==> src/rtl/fir_pkg.sv <==
// Shared state encoding and arithmetic helpers for fir_mac_scheduler.
// Result reduction saturates when FIR_SAT_EN is defined, otherwise wraps.
package fir_pkg;

    typedef enum logic [1:0] {
        CLEAR,
        IDLE,
        MAC,
        OUT
    } fir_state_t;

    function automatic int acc_width(input int width, input int ntaps);
        return 2 * width + $clog2(ntaps);
    endfunction

    function automatic logic [63:0] reduce_result(input logic [63:0] shifted,
                                                  input int unsigned width);
        logic [63:0] max_val;
        max_val = (64'd1 << width) - 64'd1;
`ifdef FIR_SAT_EN
        return (shifted > max_val) ? max_val : shifted;
`else
        return shifted & max_val;
`endif
    endfunction

endpackage

==> src/rtl/fir_sample_ring.sv <==
// NTAPS-deep sample history: one write port, one clear-slot port and a
// combinational read at (base - offset) wrapped modulo NTAPS.
module fir_sample_ring #(
    parameter int WIDTH = 8,
    parameter int NTAPS = 16
) (
    input  logic                     clock,
    input  logic                     wr_en,
    input  logic [$clog2(NTAPS)-1:0] wr_addr,
    input  logic [WIDTH-1:0]         wr_data,
    input  logic                     clr_en,
    input  logic [$clog2(NTAPS)-1:0] clr_addr,
    input  logic [$clog2(NTAPS)-1:0] rd_base,
    input  logic [$clog2(NTAPS)-1:0] rd_offset,
    output logic [WIDTH-1:0]         rd_data
);

    localparam int AW = $clog2(NTAPS);
    localparam logic [AW:0] NT = (AW+1)'(NTAPS);

    logic [WIDTH-1:0] slots [NTAPS];
    logic [AW-1:0]    rd_idx;

    always_ff @(posedge clock) begin
        if (clr_en) begin
            slots[clr_addr] <= '0;
        end else if (wr_en) begin
            slots[wr_addr] <= wr_data;
        end
    end

    // Explicit wrap keeps non-power-of-two NTAPS correct.
    always_comb begin
        rd_idx = rd_base - rd_offset;
        if (rd_base < rd_offset) begin
            rd_idx = AW'({1'b0, rd_base} + NT - {1'b0, rd_offset});
        end
        rd_data = slots[rd_idx];
    end

endmodule

==> src/rtl/fir_mac_scheduler.sv <==
// Time-multiplexed FIR: one shared MAC, one tap per cycle, runtime coefficient bank.
// Output reduction is selected by FIR_SAT_EN (saturate) or wraps when undefined.
module fir_mac_scheduler
    import fir_pkg::*;
#(
    parameter int WIDTH = 8,
    parameter int NTAPS = 16,
    parameter int FRAC  = 8
) (
    input  logic                     clock,
    input  logic                     reset,
    input  logic                     in_valid,
    output logic                     in_ready,
    input  logic [WIDTH-1:0]         in_data,
    output logic                     out_valid,
    input  logic                     out_ready,
    output logic [WIDTH-1:0]         out_data,
    input  logic                     coef_we,
    input  logic [$clog2(NTAPS)-1:0] coef_addr,
    input  logic [WIDTH-1:0]         coef_data,
    output logic                     coef_busy
);

    localparam int AW   = $clog2(NTAPS);
    localparam int ACCW = acc_width(WIDTH, NTAPS);
    localparam logic [AW-1:0] LAST = AW'(NTAPS - 1);
    localparam logic [AW:0]   NT   = (AW+1)'(NTAPS);

    fir_state_t state, next_state;

    logic [AW-1:0]      tap;
    logic [AW-1:0]      wr_ptr;
    logic [ACCW-1:0]    acc;
    logic [ACCW-1:0]    acc_next;
    logic [WIDTH-1:0]   coef [NTAPS];
    logic [WIDTH-1:0]   hist_data;
    logic [2*WIDTH-1:0] product;
    logic               last_tap;
    logic               accept;
    logic               coef_wr;

    assign accept  = in_valid & in_ready;
    assign coef_wr = coef_we & (state == IDLE) & ~reset & ({1'b0, coef_addr} < NT);

    fir_sample_ring #(
        .WIDTH (WIDTH),
        .NTAPS (NTAPS)
    ) u_ring (
        .clock     (clock),
        .wr_en     (accept & ~reset),
        .wr_addr   (wr_ptr),
        .wr_data   (in_data),
        .clr_en    ((state == CLEAR) & ~reset),
        .clr_addr  (tap),
        .rd_base   (wr_ptr),
        .rd_offset (tap),
        .rd_data   (hist_data)
    );

    always_comb begin
        next_state = state;
        last_tap   = (tap == LAST);
        product    = (2*WIDTH)'(coef[tap]) * (2*WIDTH)'(hist_data);
        acc_next   = acc + ACCW'(product);
        unique case (state)
            CLEAR: if (last_tap)  next_state = IDLE;
            IDLE:  if (accept)    next_state = MAC;
            MAC:   if (last_tap)  next_state = OUT;
            OUT:   if (out_ready) next_state = IDLE;
        endcase
    end

    always_ff @(posedge clock) begin
        if (reset) begin
            state <= CLEAR;
        end else begin
            state <= next_state;
        end
    end

    // Handshake flags are registered from next_state so they track state with no combinational input path.
    always_ff @(posedge clock) begin
        if (reset) begin
            tap       <= '0;
            wr_ptr    <= '0;
            acc       <= '0;
            out_data  <= '0;
            out_valid <= 1'b0;
            in_ready  <= 1'b0;
            coef_busy <= 1'b1;
        end else begin
            out_valid <= (next_state == OUT);
            in_ready  <= (next_state == IDLE);
            coef_busy <= (next_state != IDLE);
            unique case (state)
                CLEAR: tap <= last_tap ? '0 : tap + AW'(1);
                IDLE: begin
                    if (accept) begin
                        acc <= '0;
                        tap <= '0;
                    end
                end
                MAC: begin
                    acc <= acc_next;
                    if (last_tap) begin
                        tap      <= '0;
                        wr_ptr   <= (wr_ptr == LAST) ? '0 : wr_ptr + AW'(1);
                        out_data <= WIDTH'(reduce_result(64'(acc_next >> FRAC), WIDTH));
                    end else begin
                        tap <= tap + AW'(1);
                    end
                end
                OUT: ;
            endcase
        end
    end

    // Coefficient bank deliberately survives reset.
    always_ff @(posedge clock) begin
        if (coef_wr) begin
            coef[coef_addr] <= coef_data;
        end
    end

endmodule

==> config.mk <==
export PLATFORM = sky130hd
export DESIGN_NAME = fir_mac_scheduler
export DESIGN_NICKNAME = d
export VERILOG_FILES = /design/src/rtl/fir_pkg.sv /design/src/rtl/fir_sample_ring.sv /design/src/rtl/fir_mac_scheduler.sv
export SDC_FILE = /design/constraint.sdc
export NUM_CORES = 1
export LEC_CHECK = 0
export ABC_AREA = 1
export CAP_MARGIN = 5
export CORE_MARGIN = 8
export CORE_UTILIZATION = 25
export CTS_BUF_LIST = sky130_fd_sc_hd__clkbuf_4
export CTS_CLUSTER_DIAMETER = 30
export DETAILED_ROUTE_END_ITERATION = 12
export PLACE_DENSITY = 0.4
export SYNTH_ARGS = -nofsm -noshare
export SYNTH_HDL_FRONTEND = slang
export SYNTH_SLANG_ARGS = --single-unit
==> constraint.sdc <==
create_clock -name clock -period 9.4 [get_ports clock]
set_input_delay 0.94 -clock clock [delete_from_list [all_inputs] [get_ports clock]]
set_output_delay 0.94 -clock clock [all_outputs]
set_load 0.01 [all_outputs]
# Yosys cells after proc, flatten, opt, wreduce, memory -nomap -nowiden

Memories as Yosys holds them, arrays and structs flattened. A register that Yosys moved wholly into a read port is not among the register bits.
Index checks and enable logic that the tools add are counted.

Word-level logic and storage cells: 65
Output and inout port bits: 11
Input port bits: 25
Bits in registers: 41
Bits in writable memories: 256
Memories kept: 2

Memory list:

| name         | depth | width | read ports | clocked after memory_dff | write ports | RTL line                | RTL |
|---|---|---|---|---|---|---|---|
| coef         | 16    | 8     | 1          | 1                        | 1           | fir_mac_scheduler.sv:35 | `logic [WIDTH-1:0] coef [NTAPS];` |
| u_ring.slots | 16    | 8     | 1          | 0                        | 1           | fir_sample_ring.sv:21   | `logic [WIDTH-1:0] slots [NTAPS];` |

Equality and inequality tests: 9
Magnitude comparators: 1
Multiplexer cells: 24
Reductions and logical operators: 8
Add/subtract/negate cells: 6
Multipliers: 1
Bitwise gates (word level): 6

Operators by type and width:

| cell                  | count |
|---|---|
| $pmux W20 S2          | 1 |
| $mux W4               | 7 |
| $add A20 B16 Y20      | 1 |
| $mux W20              | 1 |
| $mul A8 B8 Y16        | 1 |
| $add A4 B1 Y4 const B | 3 |
| $eq A4 B4 Y1 const B  | 2 |
| $mux W1               | 8 |
| $mux W2               | 4 |
| $mux W8               | 1 |
| $pmux W2 S4           | 1 |
| $pmux W4 S2           | 1 |
| $reduce_or A8 Y1      | 1 |
| $sub A4 B4 Y4         | 2 |
| $eq A2 B2 Y1 const B  | 3 |
| $reduce_and A2 Y1     | 3 |
| $and A1 B1 Y1         | 5 |
| $eq A2 B1 Y1 const B  | 2 |
| $lt A4 B4 Y1          | 1 |
| $reduce_bool A2 Y1    | 2 |
| $logic_not A2 Y1      | 1 |
| $ne A2 B1 Y1 const B  | 1 |
| $ne A2 B2 Y1 const B  | 1 |
| $reduce_or A2 Y1      | 1 |
| $not A1 Y1            | 1 |

# Depth between registers and ports, before layout

Gate-level depths: netlist (run 1).

Word-level depth: 7
Mapped depth: 34
Mapped depth without buffers: 32

# Cells and area by module

A second synthesis (run 1) with hierarchy kept.

Cells, all modules: 1677
Area total of the unflattened synthesis: 15650.0 µm²

Modules (own cells, without submodules):

| module            | cells an instance | instances | area an instance (µm²) | sequential area each (µm²) |
|---|---|---|---|---|
| fir_mac_scheduler | 1022              | 1         | 9623.0                 | 4664.5 |
| fir_sample_ring   | 655               | 1         | 6027.0                 | 3843.7 |

# Worst setup path before layout (run 1)

No wires, ideal clock.

Path kind: reg-to-reg
Start point: reg wr_ptr[0]
End point: reg out_data[1]
Slack: 4134 ps
Library setup time: 115 ps
Required time: 9285 ps
Clock period less this slack: 5266 ps
Data arrival time: 5150 ps
Cell stages (with the launch flop): 33
Path buffers: 2
Path through: dfxtp_1 > inv_1 > ha_1 > inv_1 > fa_1 > buf_2 > clkbuf_1 > o211ai_1 > o21ai_0 > nand2_1 > nand2_1 > nand2_1 > nand2_2 > nor2_1 > fa_1 > inv_1 > fa_1 > inv_1 > fa_1 > inv_1 > fa_1 > inv_1 > ha_1 > nand2_1 > inv_1 > nand2_1 > nand2_1 > a21oi_1 > inv_1 > nand2_1 > nand2_1 > o21ai_0 > inv_1

Longest elaborated chain between the ends: 6
Elaborated cells between the ends (all ways): 8
Classes of those cells: add/sub (4); mul (1); order compare (1); mux (1); memory (1)

Ends and longest elaborated chain:

| what                     | RTL line                 | RTL |
|---|---|---|
| start: declaration       | fir_mac_scheduler.sv:32  | `logic [AW-1:0] wr_ptr;` |
| start signal: assignment | fir_mac_scheduler.sv:107 | `wr_ptr <= (wr_ptr == LAST) ? '0 : wr_ptr + AW'(1);` |
| $add A4 B1 Y4            | fir_sample_ring.sv:36    | `rd_idx = AW'({1'b0, rd_base} + NT - {1'b0, rd_offset});` |
| $sub A4 B4 Y4            | fir_sample_ring.sv:36    |  |
| $mux W4 *                | fir_sample_ring.sv:35    | `if (rd_base < rd_offset) begin` |
| $mem_v2 Z16 W8 *         | -                        |  |
| $mul A8 B8 Y16 *         | fir_mac_scheduler.sv:63  | `product = (2*WIDTH)'(coef[tap]) * (2*WIDTH)'(hist_data);` |
| $add A20 B16 Y20 *       | fir_mac_scheduler.sv:64  | `acc_next = acc + ACCW'(product);` |
| end signal: assignment   | fir_mac_scheduler.sv:108 | `out_data <= WIDTH'(reduce_result(64'(acc_next >> FRAC), WIDTH));` |
| end: declaration         | fir_mac_scheduler.sv:17  | `output logic [WIDTH-1:0] out_data,` |

Mark *: on every way between the ends. The rest lies on a longest branch, timed or not.
A chain may end at the register's enable or synchronous reset.

# Worst setup path after layout (run 1)

Start point: reg wr_ptr[0]
End point: reg out_data[3]

The elaborated chain is that of the path after synthesis.

==> flow_metrics.env, run 1 <==
export IMPL_vias=10400
export IMPL_worst_skew_pair_late_latency_ns=0.80
export IMPL_finalHoldViolCount=0
export IMPL_fp_coreArea_um2=60100
export IMPL_crit_family="adder cells"
export IMPL_cp_max_fo=89
export IMPL_whs_ns=0.464
export IMPL_power_leakage_nw=7.33
export IMPL_clkTransAtPathRegs_ns=0.06
export IMPL_numCtsBuffers=88
export IMPL_cts_tree="done"
export IMPL_totalWireLength_um=38600
export IMPL_ir_drop_v=0.000369
export IMPL_overflow=0
export IMPL_critPathCaptureType="register"
export IMPL_crit_buf_inv=7
export IMPL_dpl_worst_slack_ns=3.00
export IMPL_dpl_hpwl_um=26500
export IMPL_wl_per_cell_um=15.7
export IMPL_pin_count=36
export IMPL_crit_arrival_ns=7.12
export IMPL_cts_setup_buffers=0
export IMPL_synth_cells=1524
export IMPL_grt_max_degree=90
export IMPL_die_area_um2=68600
export IMPL_holdBufCountCts=0
export IMPL_fp_dieH_um=262
export IMPL_drtAntennaViolNets=0
export IMPL_mostFrequentLayoutCell="inv_1"
export IMPL_power_density_nw_per_um2=329
export IMPL_fin_nets=1724
export IMPL_row_count=90
export IMPL_crit_top_cell="nand2_1"
export IMPL_dpl_cell_area_um2=16300
export IMPL_drt_iter0_drc=460
export IMPL_drv_slew=0
export IMPL_cts_resized=0
export IMPL_syn2layout_area_growth_pct=15.7
export IMPL_grt_pass1_wl_um=60900
export IMPL_first_global_vias=10600
export IMPL_setup_viol=0
export IMPL_syn_nets=1640
export IMPL_htree_levels=3
export IMPL_cap_violations=0
export IMPL_synth_seq_cells=297
export IMPL_cts_sinks=297
export IMPL_stdcell_area_um2=17500
export IMPL_vias_per_cell=4.24
export IMPL_setup_ws_ns=3.01
export IMPL_ys_warn_count=0
export IMPL_syn_area_per_cell_um2=9.92
export IMPL_rsz0062_at_grt="false"
export IMPL_min_period_ns=6.39
export IMPL_slew_headroom_pct=19.2
export IMPL_p_seq_share_pct=25.1
export IMPL_p_switching_mw=2.52
export IMPL_seq_area_frac_synth_pct=56.3
export IMPL_die_w_um=262
export IMPL_ys_types=31
export IMPL_skew_ns=0.0558
export IMPL_internal_power_mw=3.22
export IMPL_port_buffers=35
export IMPL_clock_path_buffers=3
export IMPL_final_cell_mix="306 x inv_1, 268 x nand2_1, 256 x edfxtp_1, 140 x nor2_1, 133 x clkbuf_4"
export IMPL_place_congestion=0.830
export IMPL_finalSetupTns_ns=0
export IMPL_worst_ep_required_time_ns=10.13
export IMPL_drive_gt1_share_pct=11.2
export IMPL_pwr_share_clk_pct=22.3
export IMPL_finalCritPeriodShare_pct=68.0
export IMPL_fmax_mhz=157
export IMPL_initial_core_util_pct=25.1
export IMPL_hold_path_class="register to register"
export IMPL_status="complete, no violations"
export IMPL_critical_path_startpoint_type="register"
export IMPL_critPathKind="register to register"
export IMPL_grtUsageTotal_pct=11.6
export IMPL_syn_cell_area_um2=15100
export IMPL_comb_power_share_pct=52.6
export IMPL_cts_root_buffer="clkbuf_4"
export IMPL_antenna_found_initial=3
export IMPL_critical_path_max_stage_delay_ns=0.83
export IMPL_tightest_slew_ns=1.21
export IMPL_n_fill_cell=6442
export IMPL_cpMaxStageDelayCell="ha_4"
export IMPL_first_pass_iters=5
export IMPL_power_switching_share_pct=43.9
export IMPL_remaining_drc_errors=0
## power groups by stage
| stage | combinational (mW) | clock, mW | sequential, mW |
|---|---|---|---|
| finish | 3.02 | 1.28 | 1.44 |
| global route | 3.58 | 1.40 | 1.44 |
| CTS | 3.09 | 1.34 | 1.44 |
| detailed placement | 3.07 | 0 | 1.47 |
| global placement | 3.08 | 0 | 1.47 |
| floorplan | 2.34 | 0 | 1.46 |
## flip-flops by register name, summed over array words and instances (netlist names), named ones only
| signal | count |
|---|---|
| coef | 128 |
| u_ring.slots | 128 |
| acc | 16 |
| out_data | 8 |
| tap | 4 |
| wr_ptr | 4 |
| state | 2 |
| coef_busy | 1 |
| in_ready | 1 |
| out_valid | 1 |
## cell families (layout without fill, tap and decap cells)
| kind of cell | Yosys count | after routing | share of synthesized area, % |
|---|---|---|---|
| DFF | 297 | 297 | 56.3 |
| xor gates and xnor gates | 11 | 11 | 0.786 |
| and+or+nand+nor | 482 | 482 | 12.9 |
| adders and majority gates | 91 | 91 | 10.1 |
| buffers and inverters | 371 | 522 | 9.62 |
| AOI/OAI and AO/OA | 264 | 264 | 9.81 |
| muxes | 8 | 8 | 0.530 |
| other | 0 | 3 | 0 |
## worst register-to-register path: cells and delay by family, from the launching register on
family,cells,cell delay [ns]
adder cells (fa/ha/maj),6,3.16
AO/OA/AOI/OAI,4,0.71
flip-flops,1,0.39
buffers and inverters,7,0.98
AND/OR/NAND/NOR,11,1.08
## through the flow
stage                     instances  utilization, %  power [mW]
final                          2460            29.1        5.75
after global routing           2459            29.1        6.42
after CTS                      2457            29.1        5.87
after detailed placement       2300            27.1        4.54
after global placement         2300            27.1        4.55
after floorplan                1524               -        3.80
## layout make-up
| class | count | area (um^2) | area share [%] |
|---|---|---|---|
| diodes | 3 | 7.51 | 0.0429 |
| well taps | 782 | 978 | 5.60 |
| inverters | 316 | 1190 | 6.78 |
| clock buffers | 133 | 998 | 5.71 |
| multi-input cells | 856 | 5170 | 29.6 |
| repair buffers | 49 | 455 | 2.60 |
| flip-flops and latches | 297 | 8510 | 48.7 |
| clock inverters | 24 | 178 | 1.02 |
## final timing paths
kind	from	endpoint	slack [ns]	depth (start not counted)
max	wr_ptr[0]	out_data[3]	3.01	28
min	acc[0]	acc[0]	0.46	2
max reg2reg	wr_ptr[0]	out_data[3]	3.01	28
min reg2reg	acc[0]	acc[0]	0.46	2
## layer usage
metal  wire, um  vias to the layer above  track usage, %
li1           -                     5187               -
met1      17900                     4933            15.0
met2      18000                      219            18.6
met3       1520                       82            2.70
met4       1110                        0            4.48
met5          0                        -               0
## synth_stat cells (all sizes together)
master	count	share of area [%]
nor3	1	0.033
a21o	3	0.15
nand3	61	2.2
nor2	142	3.6
a21oi	108	3.6
fa	51	6.8
mux2i	8	0.53
or2	2	0.083
buf	36	1.3
o211ai	56	2.8
nand4	5	0.31
edfxtp	256	51
xnor2	6	0.45
xor2	5	0.34
nand2	271	6.8
inv	316	7.8
ha	40	3.3
dfxtp	41	5.4
o21ai	97	3.3
clkbuf	19	0.47
Note: power is estimated with default switching activity, not from simulation.
==> run 2, diff against run 1 <==
==> constraint.sdc (replaced) <==
create_clock -name clock -period 6.7 [get_ports clock]
set_input_delay 0.67 -clock clock [delete_from_list [all_inputs] [get_ports clock]]
set_output_delay 0.67 -clock clock [all_outputs]
set_load 0.01 [all_outputs]
==> flow_metrics.env, run 2 (synthesis gave the netlist of run 1 again) <==
export IMPL_status="complete, no violations"
export IMPL_p_seq_share_pct=25.4
export IMPL_antenna_found_initial=1
export IMPL_worst_skew_pair_late_latency_ns=0.79
export IMPL_cts_setup_buffers=0
export IMPL_drive_gt1_share_pct=11.6
export IMPL_power_leakage_nw=7.36
export IMPL_stdcell_area_um2=17500
export IMPL_drt_iter0_drc=513
export IMPL_syn2layout_area_growth_pct=16.0
export IMPL_grtUsageTotal_pct=11.6
export IMPL_clkTransAtPathRegs_ns=0.06
export IMPL_wl_per_cell_um=15.5
export IMPL_finalSetupTns_ns=0
export IMPL_cts_root_buffer="clkbuf_4"
export IMPL_fin_nets=1738
export IMPL_critical_path_max_stage_delay_ns=0.87
export IMPL_dpl_cell_area_um2=16400
export IMPL_grt_pass1_wl_um=61000
export IMPL_remaining_drc_errors=0
export IMPL_die_w_um=262
export IMPL_numCtsBuffers=90
export IMPL_dpl_hpwl_um=26500
export IMPL_ir_drop_v=0.000566
export IMPL_top_regs="coef x128, u_ring.slots x128, acc x16"
export IMPL_pin_count=36
export IMPL_place_inst=2311
export IMPL_grt_max_degree=65
export IMPL_r2r_slack_ns=0.61
export IMPL_drtAntennaViolNets=0
export IMPL_overflow=0
export IMPL_clock_path_buffers=3
export IMPL_hold_path_class="register to register"
export IMPL_whs_ns=0.464
export IMPL_internal_power_mw=4.42
export IMPL_critPathCaptureType="register"
export IMPL_htree_levels=3
export IMPL_skew_ns=0.0455
export IMPL_cap_violations=0
export IMPL_cts_sinks=297
export IMPL_critical_path_startpoint_type="register"
export IMPL_holdBufCountCts=0
export IMPL_min_period_ns=6.09
export IMPL_vias=10400
export IMPL_pwr_share_clk_pct=21.2
export IMPL_first_global_vias=10700
export IMPL_finalCritPeriodShare_pct=90.9
export IMPL_rsz0062_at_grt="false"
export IMPL_power_switching_share_pct=44.7
export IMPL_cp_max_fo=27
export IMPL_critPathKind="register to register"
export IMPL_power_density_nw_per_um2=455
export IMPL_slew_headroom_pct=23.8
export IMPL_crit_top_cell="nand2_1"
export IMPL_row_count=90
export IMPL_utilization_pct=29.2
export IMPL_cts_resized=0
export IMPL_fp_dieH_um=262
export IMPL_crit_arrival_ns=6.80
export IMPL_die_area_um2=68600
export IMPL_cts_tree="done"
export IMPL_layoutNonFillerInstCount=2474
export IMPL_finalHoldViolCount=0
export IMPL_port_buffers=35
export IMPL_worst_ep_required_time_ns=7.41
export IMPL_fmax_mhz=164
export IMPL_drv_slew=0
export IMPL_cpMaxStageDelayCell="fa_2"
export IMPL_p_switching_mw=3.57
export IMPL_place_congestion=0.781
export IMPL_setup_viol=0
export IMPL_initial_core_util_pct=25.1
export IMPL_comb_power_share_pct=53.4
export IMPL_fp_coreArea_um2=60100
export IMPL_vias_per_cell=4.21
export IMPL_mostFrequentLayoutCell="inv_1"
export IMPL_tightest_slew_ns=1.14
export IMPL_totalWireLength_um=38200
export IMPL_first_pass_iters=6
export IMPL_final_cell_mix="306 x inv_1, 268 x nand2_1, 256 x edfxtp_1, 140 x nor2_1, 125 x clkbuf_4"
export IMPL_n_fill_cell=6423
run 2: cell types whose count changed in the layout (fill, tap and decap cells not counted), sizes merged:
cell and delta:
buf +12, clkinv +11, clkbuf -8, bufinv -2, inv +2, diode -1
run 2: area by class of cell:
type / count / area [um^2] / area share [%]
diodes: 2 / 5.00 / 0.0285
clock buffers: 125 / 938 / 5.35
clock inverters: 35 / 171 / 0.978
inverters: 316 / 1190 / 6.77
multi-input cells: 856 / 5170 / 29.5
flip-flops and latches: 297 / 8510 / 48.5
well taps: 782 / 978 / 5.58
repair buffers: 61 / 571 / 3.25
run 2: power by group through the flow:
stage	clock [mW]	combinational (mW)	sequential [mW]
floorplan	0	3.28	2.05
global route	1.87	5.09	2.03
detailed placement	0	4.35	2.06
finish	1.70	4.26	2.02
global placement	0	4.38	2.06
CTS	1.78	4.38	2.02
run 2: metrics by stage:
stage | worst slack [ns] | total power [mW]
3_5_place_dp | 0.618 | 6.42
3_3_place_gp | 0.671 | 6.45
4_1_cts | 0.593 | 8.18
6_report | 0.612 | 7.98
2_1_floorplan | 1.43 | 5.33
5_1_grt | 0.225 | 8.99
run 2: critical path, delay by kind of cell, from the launching register on:
family	cells	cell delay, ns
flops	1	0.34
xor+xnor	1	0.26
compound gates	4	0.54
buf+inv	7	0.63
fa+ha+maj	7	3.37
simple gates	10	0.90
run 2: metal layers:
metal | global-route usage [%] | wire (um) | up-vias
li1 | - | - | 5215
met1 | 14.5 | 17500 | 4912
met2 | 19.3 | 18200 | 210
met3 | 2.89 | 1600 | 71
met4 | 4.11 | 928 | 0
met5 | 0 | 0 | -
run 2: worst paths after layout:
check	start	end	cells after the start
setup / recovery	wr_ptr[0]	acc[10]	29
setup reg to reg	wr_ptr[0]	acc[10]	29
hold / removal	acc[14]	acc[14]	2
hold reg to reg	acc[14]	acc[14]	2
==> run 3, diff against run 2 <==
--- a/config.mk
+++ b/config.mk
@@ -10,8 +10,8 @@
 export CORE_MARGIN = 8
 export CORE_UTILIZATION = 25
 export CTS_BUF_LIST = sky130_fd_sc_hd__clkbuf_4
-export CTS_CLUSTER_DIAMETER = 30
 export DETAILED_ROUTE_END_ITERATION = 12
+export GPL_TIMING_DRIVEN = 0
 export PLACE_DENSITY = 0.4
 export SYNTH_ARGS = -nofsm -noshare
 export SYNTH_HDL_FRONTEND = slang
==> flow_metrics.env, run 3 (synthesis gave the netlist of run 1 again) <==
export IMPL_status="complete, no violations"
export IMPL_n_fill_cell=6498
export IMPL_rsz0062_at_grt="false"
export IMPL_layoutNonFillerInstCount=2498
export IMPL_pwr_share_clk_pct=21.9
export IMPL_remaining_drc_errors=0
export IMPL_skew_ns=0.0430
export IMPL_finalSetupTns_ns=0
export IMPL_hold_path_class="input pin to register"
export IMPL_setup_viol=0
export IMPL_r2r_cells=30
export IMPL_worst_r2r_endpoint="acc[10]"
export IMPL_dpl_hpwl_um=29800
export IMPL_fmax_mhz=160
export IMPL_grt_max_degree=17
export IMPL_min_path_cells=2
export IMPL_r2r_slack_ns=0.45
export IMPL_drive_gt1_share_pct=12.5
export IMPL_holdBufCountCts=0
export IMPL_grtUsageTotal_pct=12.7
export IMPL_vias_per_cell=4.29
export IMPL_setup_ws_ns=0.448
export IMPL_fp_coreArea_um2=60100
export IMPL_mostFrequentLayoutCell="inv_1"
export IMPL_cts_sinks=297
export IMPL_initial_core_util_pct=25.1
export IMPL_critical_path_max_stage_delay_ns=0.51
export IMPL_clock_path_buffers=3
export IMPL_tightest_slew_ns=1.14
export IMPL_cts_root_buffer="clkbuf_4"
export IMPL_dpl_cell_area_um2=16400
export IMPL_wl_per_cell_um=16.9
export IMPL_slew_headroom_pct=23.6
export IMPL_min_from="reset"
export IMPL_p_seq_share_pct=24.3
export IMPL_finalHoldViolCount=0
export IMPL_min_to="state[0]"
export IMPL_power_density_nw_per_um2=470
export IMPL_cp_max_fo=10
export IMPL_cap_violations=0
export IMPL_power_switching_share_pct=45.3
export IMPL_port_buffers=34
export IMPL_critPathCaptureType="register"
export IMPL_syn2layout_area_growth_pct=16.6
export IMPL_internal_power_mw=4.54
export IMPL_p_switching_mw=3.76
export IMPL_drtAntennaViolNets=0
export IMPL_overflow=0
export IMPL_top_regs="coef x128, u_ring.slots x128, acc x16"
export IMPL_crit_top_cell="nand2_1"
export IMPL_comb_power_share_pct=53.9
export IMPL_clkTransAtPathRegs_ns=0.06
export IMPL_first_global_vias=11000
export IMPL_cpMaxStageDelayCell="fa_1"
export IMPL_die_w_um=262
export IMPL_htree_levels=3
export IMPL_antenna_found_initial=1
export IMPL_place_congestion=0.849
export IMPL_cts_tree="done"
export IMPL_finalCritPeriodShare_pct=93.3
export IMPL_first_pass_iters=5
export IMPL_reg2reg_from="wr_ptr[0]"
export IMPL_grt_pass1_wl_um=65500
export IMPL_dpl_worst_slack_ns=0.0906
export IMPL_worst_skew_pair_late_latency_ns=0.80
export IMPL_pin_count=36
export IMPL_ir_drop_v=0.000452
export IMPL_final_cell_mix="306 x inv_1, 268 x nand2_1, 256 x edfxtp_1, 140 x nor2_1, 138 x clkbuf_4"
export IMPL_worst_ep_required_time_ns=7.40
export IMPL_row_count=90
export IMPL_p_total_mw=8.29
export IMPL_fin_nets=1762
export IMPL_power_leakage_nw=7.43
export IMPL_vias=10700
export IMPL_fp_dieH_um=262
export IMPL_stdcell_area_um2=17600
export IMPL_totalWireLength_um=42200
export IMPL_crit_arrival_ns=6.95
export IMPL_drt_iter0_drc=619
export IMPL_critical_path_startpoint_type="register"
export IMPL_numCtsBuffers=86
export IMPL_critPathKind="register to register"
export IMPL_min_period_ns=6.25
export IMPL_drv_slew=0
export IMPL_place_inst=2340
export IMPL_die_area_um2=68600
==> run 3: final cells by class <==
cell class / count / area [um^2] / area share, %
multi-input cells: 856 / 5170 / 29.3
plain buffers: 55 / 275 / 1.56
clock inverters: 19 / 141 / 0.802
flip-flops and latches: 297 / 8510 / 48.2
inverters: 316 / 1190 / 6.73
clock buffers: 138 / 1040 / 5.87
well taps: 782 / 978 / 5.55
diodes: 1 / 2.50 / 0.0142
repair buffers: 34 / 340 / 1.93
==> run 3: worst max path at each step <==
stage | startpoint | endpoint | slack [ns] | cells after the start
floorplan | wr_ptr[0] | out_data[1] | 1.43 | 32
global placement | wr_ptr[0] | acc[10] | 0.07 | 30
detailed placement | wr_ptr[0] | acc[10] | 0.09 | 30
CTS | wr_ptr[0] | acc[10] | 0.06 | 30
global route | wr_ptr[0] | acc[10] | 0.007 | 27
finish | wr_ptr[0] | acc[10] | 0.45 | 30
==> run 3: critical path, delay by kind of cell (launching register included) <==
family | cells | cell delay, ns
fa+ha+maj | 7 | 2.90
compound gates | 4 | 0.56
xor+xnor | 1 | 0.28
buf+inv | 8 | 1.02
simple gates | 10 | 0.92
flops | 1 | 0.47
==> run 3: timing repair <==
action,CTS,global route
gates resized for setup,0,11
buffers inserted,0,0
endpoints found under the setup margin,0,16
==> run 3: power by group through the flow <==
stage	logic [mW]	registers, mW	clock network [mW]
final	4.47	2.01	1.81
after global routing	5.19	2.01	1.98
after CTS	4.50	2.01	1.88
after detailed placement	4.47	2.05	0
after global placement	4.50	2.05	0
after floorplan	3.28	2.05	0
==> run 3: metal layers <==
layer  vias to the layer above  wire (um)  global-route usage, %
li1                       5259          -                      -
met1                      5127      19600                   16.6
met2                       254      19200                   20.3
met3                        82       2360                   3.22
met4                         0       1060                   4.11
met5                         -          0                      0
==> run 3: metrics by stage <==
step,hold WS [ns],utilization [%]
floorplan,0.440,-
global placement,0.455,27.3
detailed placement,0.461,27.3
CTS,0.125,29.3
global route,0.149,29.3
finish,0.214,29.3
